**src/rtl/bridge_timer.sv**
```systemverilog
// Memory-mapped programmable down-counter for the bridge bus, with one-shot and auto-reload modes.
// Latency: register writes take effect at the write edge; DOut is combinational; IRQ is registered.
// Backpressure: none; every bus write is accepted in the cycle WE is high.
module bridge_timer #(
    parameter logic [31:0] CTRL_MASK = 32'h0000_000F,
    parameter int          CNT_W     = 32
) (
    input  logic        clk,
    input  logic        reset,
    input  logic [1:0]  Addr,
    input  logic        WE,
    input  logic [31:0] DIn,
    output logic [31:0] DOut,
    output logic        IRQ
);

    typedef enum logic [1:0] {
        IDLE = 2'd0,
        LOAD = 2'd1,
        CNT  = 2'd2,
        INT  = 2'd3
    } state_t;

    localparam logic [1:0] ADDR_CTRL   = 2'd0;
    localparam logic [1:0] ADDR_PRESET = 2'd1;
    localparam logic [1:0] ADDR_COUNT  = 2'd2;
    localparam logic [1:0] MODE_AUTO   = 2'b01;

    state_t             state_q, state_d;
    logic [31:0]        ctrl_q, ctrl_d;
    logic [CNT_W-1:0]   preset_q, preset_d;
    logic [CNT_W-1:0]   count_q, count_d;
    logic               flag_q, flag_d;
    logic               irq_q, irq_d;

    logic               en;
    logic               auto_mode;
    logic               flag_set;
    logic [31:0]        count_ext;
    logic [31:0]        preset_ext;

    assign en        = ctrl_q[0];
    assign auto_mode = (ctrl_q[2:1] == MODE_AUTO);

    // Next-state: FSM step first, then bus writes override CTRL/PRESET, and the FSM flag set beats a CTRL-write clear
    always_comb begin
        state_d  = state_q;
        ctrl_d   = ctrl_q;
        preset_d = preset_q;
        count_d  = count_q;
        flag_d   = flag_q;
        flag_set = 1'b0;

        case (state_q)
            IDLE: begin
                if (en) begin
                    state_d = LOAD;
                end
            end
            LOAD: begin
                if (!en) begin
                    state_d = IDLE;
                end else begin
                    count_d = preset_q;
                    state_d = CNT;
                end
            end
            CNT: begin
                if (!en) begin
                    state_d = IDLE;
                end else if (count_q > CNT_W'(1)) begin
                    count_d = count_q - CNT_W'(1);
                end else begin
                    // PRESET of 0 lands here too and saturates at 0 rather than wrapping
                    count_d  = '0;
                    flag_set = 1'b1;
                    state_d  = INT;
                end
            end
            INT: begin
                if (auto_mode) begin
                    flag_d  = 1'b0;
                    state_d = LOAD;
                end else begin
                    ctrl_d[0] = 1'b0;
                    state_d   = IDLE;
                end
            end
            default: begin
                state_d = IDLE;
            end
        endcase

        if (WE) begin
            case (Addr)
                ADDR_CTRL: begin
                    ctrl_d = DIn & CTRL_MASK;
                    flag_d = 1'b0;
                end
                ADDR_PRESET: begin
                    preset_d = DIn[CNT_W-1:0];
                end
                default: begin
                end
            endcase
        end

        if (flag_set) begin
            flag_d = 1'b1;
        end

        // IRQ is registered from next-state values so it rises together with entry into INT
        irq_d = flag_d & ctrl_d[3];
    end

    // State registers with synchronous active-low reset that overrides any bus write
    always_ff @(posedge clk) begin
        if (!reset) begin
            state_q  <= IDLE;
            ctrl_q   <= '0;
            preset_q <= '0;
            count_q  <= '0;
            flag_q   <= 1'b0;
            irq_q    <= 1'b0;
        end else begin
            state_q  <= state_d;
            ctrl_q   <= ctrl_d;
            preset_q <= preset_d;
            count_q  <= count_d;
            flag_q   <= flag_d;
            irq_q    <= irq_d;
        end
    end

    // Zero-extend the counter registers to the 32-bit read path
    always_comb begin
        count_ext              = '0;
        preset_ext             = '0;
        count_ext[CNT_W-1:0]   = count_q;
        preset_ext[CNT_W-1:0]  = preset_q;
    end

    // Read mux; the reserved address reads 0
    always_comb begin
        case (Addr)
            ADDR_CTRL:   DOut = ctrl_q;
            ADDR_PRESET: DOut = preset_ext;
            ADDR_COUNT:  DOut = count_ext;
            default:     DOut = 32'd0;
        endcase
    end

    assign IRQ = irq_q;

endmodule

```
**config.mk**
```make
export PLATFORM = sky130hd
export DESIGN_NAME = bridge_timer
export DESIGN_NICKNAME = d
export VERILOG_FILES = /design/src/rtl/bridge_timer.sv
export SDC_FILE = /design/constraint.sdc
export NUM_CORES = 1
export LEC_CHECK = 0
export CORE_UTILIZATION = 35
export DETAILED_ROUTE_END_ITERATION = 8
export GPL_TIMING_DRIVEN = 0
export HOLD_SLACK_MARGIN = 0.08
export SLEW_MARGIN = 20
export SYNTH_ARGS = -nofsm -noshare
export SYNTH_HDL_FRONTEND = slang
export SYNTH_SLANG_ARGS = --single-unit
```
**constraint.sdc**
```tcl
create_clock -name clk -period 8.13 [get_ports clk]
set_clock_uncertainty 0.15 [all_clocks]
set_input_delay 2.439 -clock clk [delete_from_list [all_inputs] [get_ports clk]]
set_output_delay 2.439 -clock clk [all_outputs]
set_load 0.01 [all_outputs]
```
==> metrics.md <==
| Metric | Value |
|---|---|
| Status | `finished clean` |
| Total grt overflow | `0` |
| Die area | `~0.012 sq mm` |
| Clk slew on worst S/H paths | `0.05 ns` |
| Routed WL | `between 15 and 20 mm` |
| Min-Delay Path Class | `register to register` |
| Later-pin clock latency in the skew report | `roughly 0.34 ns` |
| Setup repair bufs after CTS | `0` |
| Reg2reg setup slack | `5.09 ns` |
| Placer congestion estimate | `between 0.8 and 0.9` |
| CP arrival | `around 5.1 ns` |
| Nets | `around 660` |
| Period Utilization, post-route | `0.947` |
| Maximum vdd drop | `0.0000795 V` |
| CTS Buffer Depth | `2` |
| Commonest cells after routing, fill and taps aside | `nand2_1, dfxtp_1, clkdlybuf4s50_1` |
| Yosys reg bits | `about 70` |
| Area delta synth->final | `28.4%` |
| Via-per-instance ratio | `between 5 and 6` |
| Area of the core | `0.0114 sq mm` |
| Post-CTS sizing | `0` |
| Avg Cell Area, Syn | `roughly 7.5 sq um` |
| Via Count | `~4500` |
| Yosys cell types | `54` |
| Required time of the critical path | `5.54 ns` |
| Post-CTS Hold Fix Bufs | `0` |
| Worst setup SP type | `input pin` |
| Layout cells sized above 1 | `0.0512` |
| Root Driver | `clkbuf_16` |
| Lkg Pwr | `1.87 nW` |
| Final hold vios | `0` |
| Register area share after synthesis | `0.354` |
| Ys async rst share | `0` |
| Tmin final | `7.70 ns` |
| DR iter-0 viols | `406` |
| Crit. End Element | `output port` |
| CTS tree | `built` |
| Hold path depth | `2` |
| Worst Setup Path Type | `input pin to output port` |
| Chip height | `around 110 um` |
| FF-to-FF End | `count_ext[19]` |
| Top Ports | `70` |
| Drt drc | `0` |
| FMAX | `roughly 130 MHz` |
| # Max-Cap Violations | `0` |
| Commonest non-fill, non-tap cell in the layout | `nand2_1` |
| Global Route Usage Sum | `0.266` |
| Number of buffers created by CTS | `9` |
| Hold_sp | `preset_ext[31]` |
| WL/cell | `around 20 um` |
| Post-DP HPWL | `approximately 11 mm` |
| Number of global-route vias before repair | `just over 4000` |
| Pwr/cell area | `165 mW/mm^2` |
| Largest net degree at the start of global routing | `13` |
| Post-Synthesis Cells | `around 540` |
| Setup WS pre-CTS | `between 0.3 and 0.4 ns` |
| Hold worst-path end | `preset_ext[31]` |
| First-pass GRT wire length | `around 23 mm` |
| Reg2reg path depth | `8` |
| Antenna-violating nets left | `0` |
| Syn Std Cell Area | `slightly above 0.004 sq mm` |
| Worst-Margin Slew | `between 0.8 and 0.9 ns` |
| Number of I/O port buffers | `68` |
| Worst setup margin | `roughly 0.43 ns` |
| Synth Net Count | `slightly below 600` |
| H-tree depth | `3` |
| Clock Sinks | `between 70 and 80` |
| Inserted Diodes | `0` |
| Reg2reg start | `count_ext[0]` |
| RSZ-0062 raised after global routing | `false` |
| Die Wd | `approximately 110 um` |
| Synthesis Warnings | `0` |
| Rows | `39` |
| DR pass1 iterations | `5` |
| Commonest register cell after synthesis | `dfxtp_1` |
| Post-route setup TNS | `0 ns` |
| Final setup vio count | `0` |
| Number of flops mapped to enable cells by yosys | `0` |
| Max-slew violations | `0` |
| Initial antenna violation count | `0` |
| Starting Density | `0.358` |
| Worst Path Max Fanout | `10` |
| Filler cells | `approximately 1200` |
| Slew margin rel. | `0.405` |
registers in the layout, indices dropped and copies added, names as in the netlist:
register	count
IRQ	1
count_ext	32
ctrl_q	4
flag_q	1
preset_ext	32
state_q	2
synthesized netlist by cell type, types with 6 or more instances:
library cell | count | area share
a21oi_1 | 59 | 0.073
a22o_1 | 28 | 0.060
a31oi_1 | 19 | 0.029
and2_1 | 7 | 0.011
and3_1 | 6 | 0.0092
buf_2 | 8 | 0.0098
clkbuf_1 | 42 | 0.039
dfxtp_1 | 72 | 0.35
mux2i_1 | 8 | 0.020
nand2_1 | 101 | 0.093
nand2b_1 | 10 | 0.015
nand3_1 | 28 | 0.034
nor2_1 | 14 | 0.013
nor3_1 | 8 | 0.0098
nor4_1 | 14 | 0.022
o21ai_0 | 26 | 0.032
o31a_1 | 6 | 0.013
or4_1 | 12 | 0.022
routing by layer:
metal	vias up	part of all wire	GRT usage
met5	-	0	0
met4	0	0.025	0.103
met3	31	0.072	0.0290
met2	183	0.46	0.413
met1	2153	0.45	0.375
li1	2147	-	-
final cells by class:
| cell class | instances | area, sq um | share of cell area |
|---|---|---|---|
| flip-flops and latches | 72 | 1440 | 0.276 |
| clock inverters | 5 | 56.3 | 0.0108 |
| inverters | 6 | 22.5 | 0.00431 |
| repair buffers | 68 | 681 | 0.130 |
| plain buffers | 53 | 216 | 0.0414 |
| well taps | 143 | 179 | 0.0342 |
| clock buffers | 11 | 243 | 0.0464 |
| multi-input cells | 410 | 2390 | 0.457 |
critical path, stage by stage:
cell and delay, ns:
clkdlybuf4s50_1 0.50, nor2b_1 0.14, clkbuf_1 0.62, buf_1 0.60
a22o_1 0.26, clkdlybuf4s50_1 0.53
how the worst max path moves through the flow:
stage	from	cells past startpoint	end
after global routing	Addr[0]	6	DOut[28]
after detailed placement	Addr[0]	6	DOut[22]
final	Addr[0]	6	DOut[22]
after floorplan	Addr[1]	5	DOut[10]
after CTS	Addr[0]	6	DOut[22]
after global placement	Addr[0]	6	DOut[22]
report_power, final:
group | switching [mW] | leakage [nW] | internal (mW)
Sequential | 0.00740 | 0.583 | 0.360
Combinational | 0.0538 | 1.14 | 0.0398
Clock | 0.157 | 0.145 | 0.245
Total | 0.218 | 1.87 | 0.646
logic make-up (layout without fill, tap and decap cells):
| logic type | after synthesis | count (layout) | share of synthesized area |
|---|---|---|---|
| multiplexers | 9 | 9 | 0.0224 |
| XOR/XNOR | 3 | 3 | 0.00645 |
| AO/OA/AOI/OAI | 173 | 173 | 0.276 |
| buffers and inverters | 59 | 143 | 0.0587 |
| AND/OR/NAND/NOR | 223 | 223 | 0.277 |
| adder cells (fa/ha/maj) | 2 | 2 | 0.00614 |
| flip-flops | 72 | 72 | 0.354 |
metrics by stage:
stage          total power [mW]  hold WS, ns  utilization  cell area [sq um]  cells
2_1_floorplan             0.423        0.294            -               4070    541
3_3_place_gp              0.467        0.306        0.434               4930    752
3_5_place_dp              0.468        0.313        0.434               4930    752
4_1_cts                   0.867        0.322        0.460               5230    768
5_1_grt                   0.893        0.347        0.460               5230    768
6_report                  0.864        0.321        0.460               5230    768
Note: power is estimated with default switching activity, not from simulation.
